## config.mk

```make
export PLATFORM = sky130hd
export DESIGN_NAME = seq_restoring_divider_flat
export DESIGN_NICKNAME = d
export VERILOG_FILES = /design/src/rtl/seq_restoring_divider_if.sv /design/src/rtl/seq_restoring_divider.sv /design/src/flat_wrapper.sv
export SDC_FILE = /design/constraint.sdc
export NUM_CORES = 1
export LEC_CHECK = 0
export CAP_MARGIN = 20
export CORE_ASPECT_RATIO = 1.5
export CORE_UTILIZATION = 48
export DETAILED_ROUTE_END_ITERATION = 10
export GPL_TIMING_DRIVEN = 0
export PLACE_DENSITY = 0.77
export SYNTH_ARGS = -nofsm -noshare
export SYNTH_HDL_FRONTEND = slang
export SYNTH_SLANG_ARGS = --single-unit
```

## constraint.sdc

```tcl
create_clock -name clk -period 2.82 [get_ports clk]
set_input_delay 0.282 -clock clk [delete_from_list [all_inputs] [get_ports clk]]
set_output_delay 0.282 -clock clk [all_outputs]
set_load 0.03 [all_outputs]
```

## src/rtl/seq_restoring_divider_if.sv

```systemverilog
// Operand/result handshake bundle for seq_restoring_divider.
// The divider connects through the slave modport; its client connects through master.
interface seq_restoring_divider_if #(
    parameter int unsigned WIDTH = 16
);
    logic             in_valid;
    logic             in_ready;
    logic [WIDTH-1:0] dividend;
    logic [WIDTH-1:0] divisor;
    logic             out_valid;
    logic             out_ready;
    logic [WIDTH-1:0] quotient;
    logic [WIDTH-1:0] remainder;
    logic             div_by_zero;
    logic             busy;

    modport master (
        output in_valid, dividend, divisor, out_ready,
        input  in_ready, out_valid, quotient, remainder, div_by_zero, busy
    );

    modport slave (
        input  in_valid, dividend, divisor, out_ready,
        output in_ready, out_valid, quotient, remainder, div_by_zero, busy
    );
endinterface

```

## src/rtl/seq_restoring_divider.sv

```systemverilog
// Multi-cycle restoring divider: one trial subtraction per clock, WIDTH iterations per result.
// Define SEQ_DIV_SIGNED_EN for two's-complement operands and results (truncation toward zero).
module seq_restoring_divider #(
    parameter int unsigned WIDTH = 16
) (
    input  logic                  clk,
    input  logic                  rst,
    seq_restoring_divider_if.slave bus
);
    localparam int unsigned CW = $clog2(WIDTH) + 1;

    typedef enum logic [1:0] {
        S_IDLE,
        S_CALC,
        S_DONE
    } state_t;

    state_t           state_q, state_d;
    logic [WIDTH-1:0] rem_q, rem_d;
    logic [WIDTH-1:0] quo_q, quo_d;
    logic [WIDTH-1:0] dvs_q, dvs_d;
    logic [CW-1:0]    cnt_q, cnt_d;
    logic [WIDTH-1:0] quotient_q, quotient_d;
    logic [WIDTH-1:0] remainder_q, remainder_d;
    logic             dbz_q, dbz_d;

    logic [WIDTH-1:0] rem_sh;
    logic [WIDTH-1:0] quo_sh;
    logic [WIDTH:0]   trial;
    logic [WIDTH-1:0] iter_rem;
    logic [WIDTH-1:0] iter_quo;
    logic [WIDTH-1:0] op_a;
    logic [WIDTH-1:0] op_b;
    logic [WIDTH-1:0] fin_quo;
    logic [WIDTH-1:0] fin_rem;
    logic             last_iter;

`ifdef SEQ_DIV_SIGNED_EN
    logic qneg_q, qneg_d;
    logic rneg_q, rneg_d;
`endif

    // Datapath: one shift-and-trial-subtract step on the working {rem, quo} pair.
    always_comb begin
        rem_sh    = {rem_q[WIDTH-2:0], quo_q[WIDTH-1]};
        quo_sh    = {quo_q[WIDTH-2:0], 1'b0};
        trial     = {1'b0, rem_sh} - {1'b0, dvs_q};
        iter_rem  = trial[WIDTH] ? rem_sh : trial[WIDTH-1:0];
        iter_quo  = {quo_sh[WIDTH-1:1], ~trial[WIDTH]};
        last_iter = (cnt_q == CW'(WIDTH - 1));
`ifdef SEQ_DIV_SIGNED_EN
        // Magnitudes are divided; the most-negative value maps onto itself as an
        // unsigned magnitude, which makes most-negative / -1 come out as most-negative, 0.
        op_a    = bus.dividend[WIDTH-1] ? -bus.dividend : bus.dividend;
        op_b    = bus.divisor[WIDTH-1]  ? -bus.divisor  : bus.divisor;
        fin_quo = qneg_q ? -iter_quo : iter_quo;
        fin_rem = rneg_q ? -iter_rem : iter_rem;
`else
        op_a    = bus.dividend;
        op_b    = bus.divisor;
        fin_quo = iter_quo;
        fin_rem = iter_rem;
`endif
    end

    // Next-state and register updates.
    always_comb begin
        state_d     = state_q;
        rem_d       = rem_q;
        quo_d       = quo_q;
        dvs_d       = dvs_q;
        cnt_d       = cnt_q;
        quotient_d  = quotient_q;
        remainder_d = remainder_q;
        dbz_d       = dbz_q;
`ifdef SEQ_DIV_SIGNED_EN
        qneg_d      = qneg_q;
        rneg_d      = rneg_q;
`endif
        unique case (state_q)
            S_IDLE: begin
                if (bus.in_valid) begin
                    if (bus.divisor == '0) begin
                        state_d     = S_DONE;
                        quotient_d  = '1;
                        remainder_d = bus.dividend;
                        dbz_d       = 1'b1;
                    end else begin
                        state_d = S_CALC;
                        rem_d   = '0;
                        quo_d   = op_a;
                        dvs_d   = op_b;
                        cnt_d   = '0;
`ifdef SEQ_DIV_SIGNED_EN
                        qneg_d  = bus.dividend[WIDTH-1] ^ bus.divisor[WIDTH-1];
                        rneg_d  = bus.dividend[WIDTH-1];
`endif
                    end
                end
            end
            S_CALC: begin
                rem_d = iter_rem;
                quo_d = iter_quo;
                cnt_d = cnt_q + CW'(1);
                if (last_iter) begin
                    state_d     = S_DONE;
                    quotient_d  = fin_quo;
                    remainder_d = fin_rem;
                    dbz_d       = 1'b0;
                end
            end
            S_DONE: begin
                if (bus.out_ready) begin
                    state_d = S_IDLE;
                end
            end
            default: begin
                state_d = S_IDLE;
            end
        endcase
    end

    always_ff @(posedge clk) begin
        if (rst) begin
            state_q     <= S_IDLE;
            rem_q       <= '0;
            quo_q       <= '0;
            dvs_q       <= '0;
            cnt_q       <= '0;
            quotient_q  <= '0;
            remainder_q <= '0;
            dbz_q       <= 1'b0;
`ifdef SEQ_DIV_SIGNED_EN
            qneg_q      <= 1'b0;
            rneg_q      <= 1'b0;
`endif
        end else begin
            state_q     <= state_d;
            rem_q       <= rem_d;
            quo_q       <= quo_d;
            dvs_q       <= dvs_d;
            cnt_q       <= cnt_d;
            quotient_q  <= quotient_d;
            remainder_q <= remainder_d;
            dbz_q       <= dbz_d;
`ifdef SEQ_DIV_SIGNED_EN
            qneg_q      <= qneg_d;
            rneg_q      <= rneg_d;
`endif
        end
    end

    // Result registers are only written on entry to DONE, so they hold through back-pressure and after.
    assign bus.in_ready    = (state_q == S_IDLE);
    assign bus.out_valid   = (state_q == S_DONE);
    assign bus.busy        = (state_q != S_IDLE);
    assign bus.quotient    = quotient_q;
    assign bus.remainder   = remainder_q;
    assign bus.div_by_zero = dbz_q;
endmodule

```

## src/flat_wrapper.sv

```systemverilog
// flat-port wrapper written by rule: the top's interface ports become plain ports
module seq_restoring_divider_flat 
#(
    parameter int unsigned WIDTH = 16
)
  (clk, rst, bus_in_valid, bus_dividend, bus_divisor, bus_out_ready, bus_in_ready, bus_out_valid, bus_quotient, bus_remainder, bus_div_by_zero, bus_busy);
  seq_restoring_divider_if #(.WIDTH(WIDTH)) bus_i ();
  input  logic clk;
  input  logic rst;
  input wire logic [$bits(bus_i.in_valid)-1:0] bus_in_valid;
  input wire logic [$bits(bus_i.dividend)-1:0] bus_dividend;
  input wire logic [$bits(bus_i.divisor)-1:0] bus_divisor;
  input wire logic [$bits(bus_i.out_ready)-1:0] bus_out_ready;
  output wire logic [$bits(bus_i.in_ready)-1:0] bus_in_ready;
  output wire logic [$bits(bus_i.out_valid)-1:0] bus_out_valid;
  output wire logic [$bits(bus_i.quotient)-1:0] bus_quotient;
  output wire logic [$bits(bus_i.remainder)-1:0] bus_remainder;
  output wire logic [$bits(bus_i.div_by_zero)-1:0] bus_div_by_zero;
  output wire logic [$bits(bus_i.busy)-1:0] bus_busy;
  assign bus_i.in_valid = bus_in_valid;
  assign bus_i.dividend = bus_dividend;
  assign bus_i.divisor = bus_divisor;
  assign bus_i.out_ready = bus_out_ready;
  assign bus_in_ready = bus_i.in_ready;
  assign bus_out_valid = bus_i.out_valid;
  assign bus_quotient = bus_i.quotient;
  assign bus_remainder = bus_i.remainder;
  assign bus_div_by_zero = bus_i.div_by_zero;
  assign bus_busy = bus_i.busy;
  seq_restoring_divider #(.WIDTH(WIDTH)) u_core (.clk(clk), .rst(rst), .bus(bus_i));
endmodule
```

==> out/metrics.csv <==
stage,metric,value,unit
floorplanning,Die X,82.9,microns
grt,initial antenna violation count,0,
yosys,share of the synthesized area in the top cell type,0.370,
critical_path,Crit Path Category,reg -> reg,
critical_path,CP arrival,2.87,ns
sta,Worst Tran Pin Value,0.607,ns
floorplanning,Core Region,0.00936,sq mm
critical_path,critical path launch point type,flop,
cts,CTS Buffer Depth,2,
cts,Root Buffer,clkbuf_16,
yosys,Post-synth EDFFs,0,
sta,fin crit share,0.942,
critical_path,most frequent CP cell,buf_4,
yosys,Netlist cell types,71,
grt,all-layer global routing usage,0.283,
floorplanning,# rows,43,
sta,setup TNS,0,ns
power,Power Total,3.94,mW
placed_design,I/O Buffers,71,
sta,Slew Limit Fails,0,
cts,# hold bufs at CTS,0,
placed_design,GPL Wtd Cong,0.875,
critical_path,CP Capture Type,flop,
yosys,Yosys reg bits,87,
routing,DR pass1 iterations,5,
yosys,cells after synthesis,597,
min_path,min-delay src,u_core.dvs_q[9],
grt,first-pass GRT wire length,22500,microns
power,PwrDens,669,mW/mm^2
critical_path,Max stage delay on crit path,0.41,ns
sta,Slew Limit Headroom,0.595,
placed_design,post-detail-place hpwl,11000,microns
yosys,synth warn,0,
sta,RSZ-0062 raised after global routing,false,
yosys,Yosys top cell by area,dfxtp_1,
final_layout,diode count,0,
final_layout,"Core Util, Final",0.629,
cts,clk slew on worst S/H paths,0.07,ns
yosys,Avg Inst Size Synth,7.89,sq um
critical_path,r2r startpoint,u_core.rem_q[6],
routing,Total Wirelength,14000,microns
routing,Initial DRC Count,282,
floorplanning,Die Area,0.0102,sq mm
sta,Fin. Hold Viols,0,
cts,clk_lat worst skew,0.35,ns
placed_design,pre-CTS WS,0.0952,ns
yosys,synthesized area,0.00471,sq mm
final_layout,FILL cells,862,
sta,Worst Skew,0.00895,ns
sta,Final setup viols,0,
grt,vias in the first global route,4616,
job,number of max-cap violations,0,
critical_path,worst path required time,3.03,ns
routing,Wirelength per Cell,17.6,microns
run_status,status,completed,
final_layout,nets@finish,734,
yosys,ys flop type,dfxtp_1,
routing,Routed Antenna Nets,0,
cts,CTS Sinks,87,
floorplanning,Starting Density,0.503,
cts,TritonCTS buffer count,9,
yosys,syn_nets,652,
sta,Setup WS post-layout,0.164,ns
grt,total grt overflow,0,
cts,H-tree levels,3,
floorplanning,Die Ht,123,microns
power,Pleak,2.20,nW
routing,DRC,0,
final_layout,Synth-to-Final Area Change,25.1,%
grt,pin count of the biggest net entering global routing,16,
critical_path,Worst Setup SP,u_core.rem_q[6],
critical_path,Worst Path Max Fanout,10,
yosys,register area share after synthesis,0.370,
sta,f_max,0.376,GHz
min_path,Worst Hold Class,reg -> reg,
sta,Tmin final,2.66,ns
power,VDD IR max,0.440,mV
cts,CTS tree,built,
yosys,ys async rst share,0,
routing,vias,4763,
final_layout,layout cells sized above 1,0.0775,
routing,Avg Vias per Cell,5.98,
critical_path,CP max-delay cell,dfxtp_1,
floorplanning,num ports,72,
yosys,Synth area leaders,"dfxtp_1, nand2_1, a21oi_1",
critical_path,crit-path cells,"ha_1, buf_4, and2_1, or3_4, o211ai_4, nand2_1, buf_4, a31oi_1, a311oi_1",
-- power by group --
| group | leakage [nW] | internal, mW | switching, mW |
|---|---|---|---|
| clock | 0.146 | 0.688 | 0.523 |
| combinational | 1.34 | 0.557 | 0.821 |
| sequential | 0.708 | 1.29 | 0.0575 |
| total | 2.20 | 2.54 | 1.40 |
-- sequential cells by signal (all words and copies together), names as in the netlist --
name / cells
u_core.bus.quotient: 16
u_core.bus.remainder: 16
u_core.dvs_q: 16
u_core.quo_q: 16
u_core.rem_q: 15
u_core.cnt_q: 5
u_core.state_q: 2
u_core.bus.div_by_zero: 1
-- worst max-delay path, delay by kind of cell, from the launching register on --
kind / cells / cell delay (ns)
AO/OA/AOI/OAI: 3 / 0.73
adder cells (fa/ha/maj): 1 / 0.26
buffers and inverters: 2 / 0.38
flip-flops: 1 / 0.41
AND/OR/NAND/NOR: 3 / 0.74
-- through the flow --
| stage | std cells | instance area (sq um) | hold WS (ns) |
|---|---|---|---|
| after floorplan | 597 | 4710 | 0.418 |
| after global placement | 780 | 5560 | 0.443 |
| after detailed placement | 780 | 5560 | 0.448 |
| after CTS | 796 | 5850 | 0.456 |
| after global routing | 796 | 5890 | 0.476 |
| final | 796 | 5890 | 0.453 |
-- cells in the final DEF (no fill, tap or decap), types with 9 or more instances in the layout --
master           instances
inv_1                   28
nand2_1                 95
clkbuf_1                23
dfxtp_1                 87
buf_2                   10
o21ai_0                 24
ha_1                    18
a311oi_1                24
clkbuf_16                9
nand3_1                  9
clkdlybuf4s50_1         71
nor2_1                  61
a21oi_1                 49
nor3_1                  42
-- worst paths after layout --
path | end | slack [ns] | depth (start not counted)
worst min-delay path | u_core.dvs_q[9] | 0.45 | 2
worst max register to register | u_core.bus.remainder[6] | 0.16 | 9
worst max-delay path | u_core.bus.remainder[6] | 0.16 | 9
worst min register to register | u_core.dvs_q[9] | 0.45 | 2
-- synth_stat cells, types with 2 or more instances --
cell type and number:
a31oi_1 8, nand2_1 95, mux2i_1 2, o211a_1 3, o31a_1 5, o2bb2ai_1 2, nand4_1 2, buf_2 10
o21ai_0 24, a41oi_1 2, dfxtp_1 87, clkbuf_1 23, a311oi_2 2, buf_4 2, o31ai_1 4, nor4_1 5
and2_1 2, a21oi_1 49, nor2b_1 3, a22oi_1 3, nor2_1 61, nor3_1 42, o221ai_1 2, xnor2_1 5
nand3_1 9, nand2b_1 5, o21a_1 3, a211oi_1 7, xor2_1 2, o21ai_1 2, a311oi_1 24, a21o_1 7
or3_1 4, and4_1 2, ha_1 18, o31a_2 2, and3_1 6, or2_2 2, inv_1 28, a211o_1 2
-- logic make-up after synthesis --
logic type | synth area share
flops | 0.370
simple gates | 0.242
xor+xnor | 0.0130
fa+ha+maj | 0.0521
compound gates | 0.255
buf+inv | 0.0622
mux | 0.00664
-- area by class of cell --
cell class	count	area (sq um)	share of cell area
plain buffers	38	188	0.0319
clock buffers	9	225	0.0382
multi-input cells	444	2710	0.460
clock inverters	7	70.1	0.0119
repair buffers	71	711	0.121
flip-flops and latches	87	1740	0.296
well taps	112	140	0.0238
inverters	28	105	0.0178
-- metal layers --
metal  vias up  global-route usage  part of all wire
met2       205               0.530              0.52
met4         0               0.183             0.050
li1       2324                   -                 -
met1      2180               0.298              0.37
met5         -                   0                 0
met3        54              0.0381             0.064
-- what timing repair did --
action	CTS	global route
setup endpoints to repair	0	7
resized for setup	0	5
setup buffers	0	0
Power figures use the tool's default switching activity.
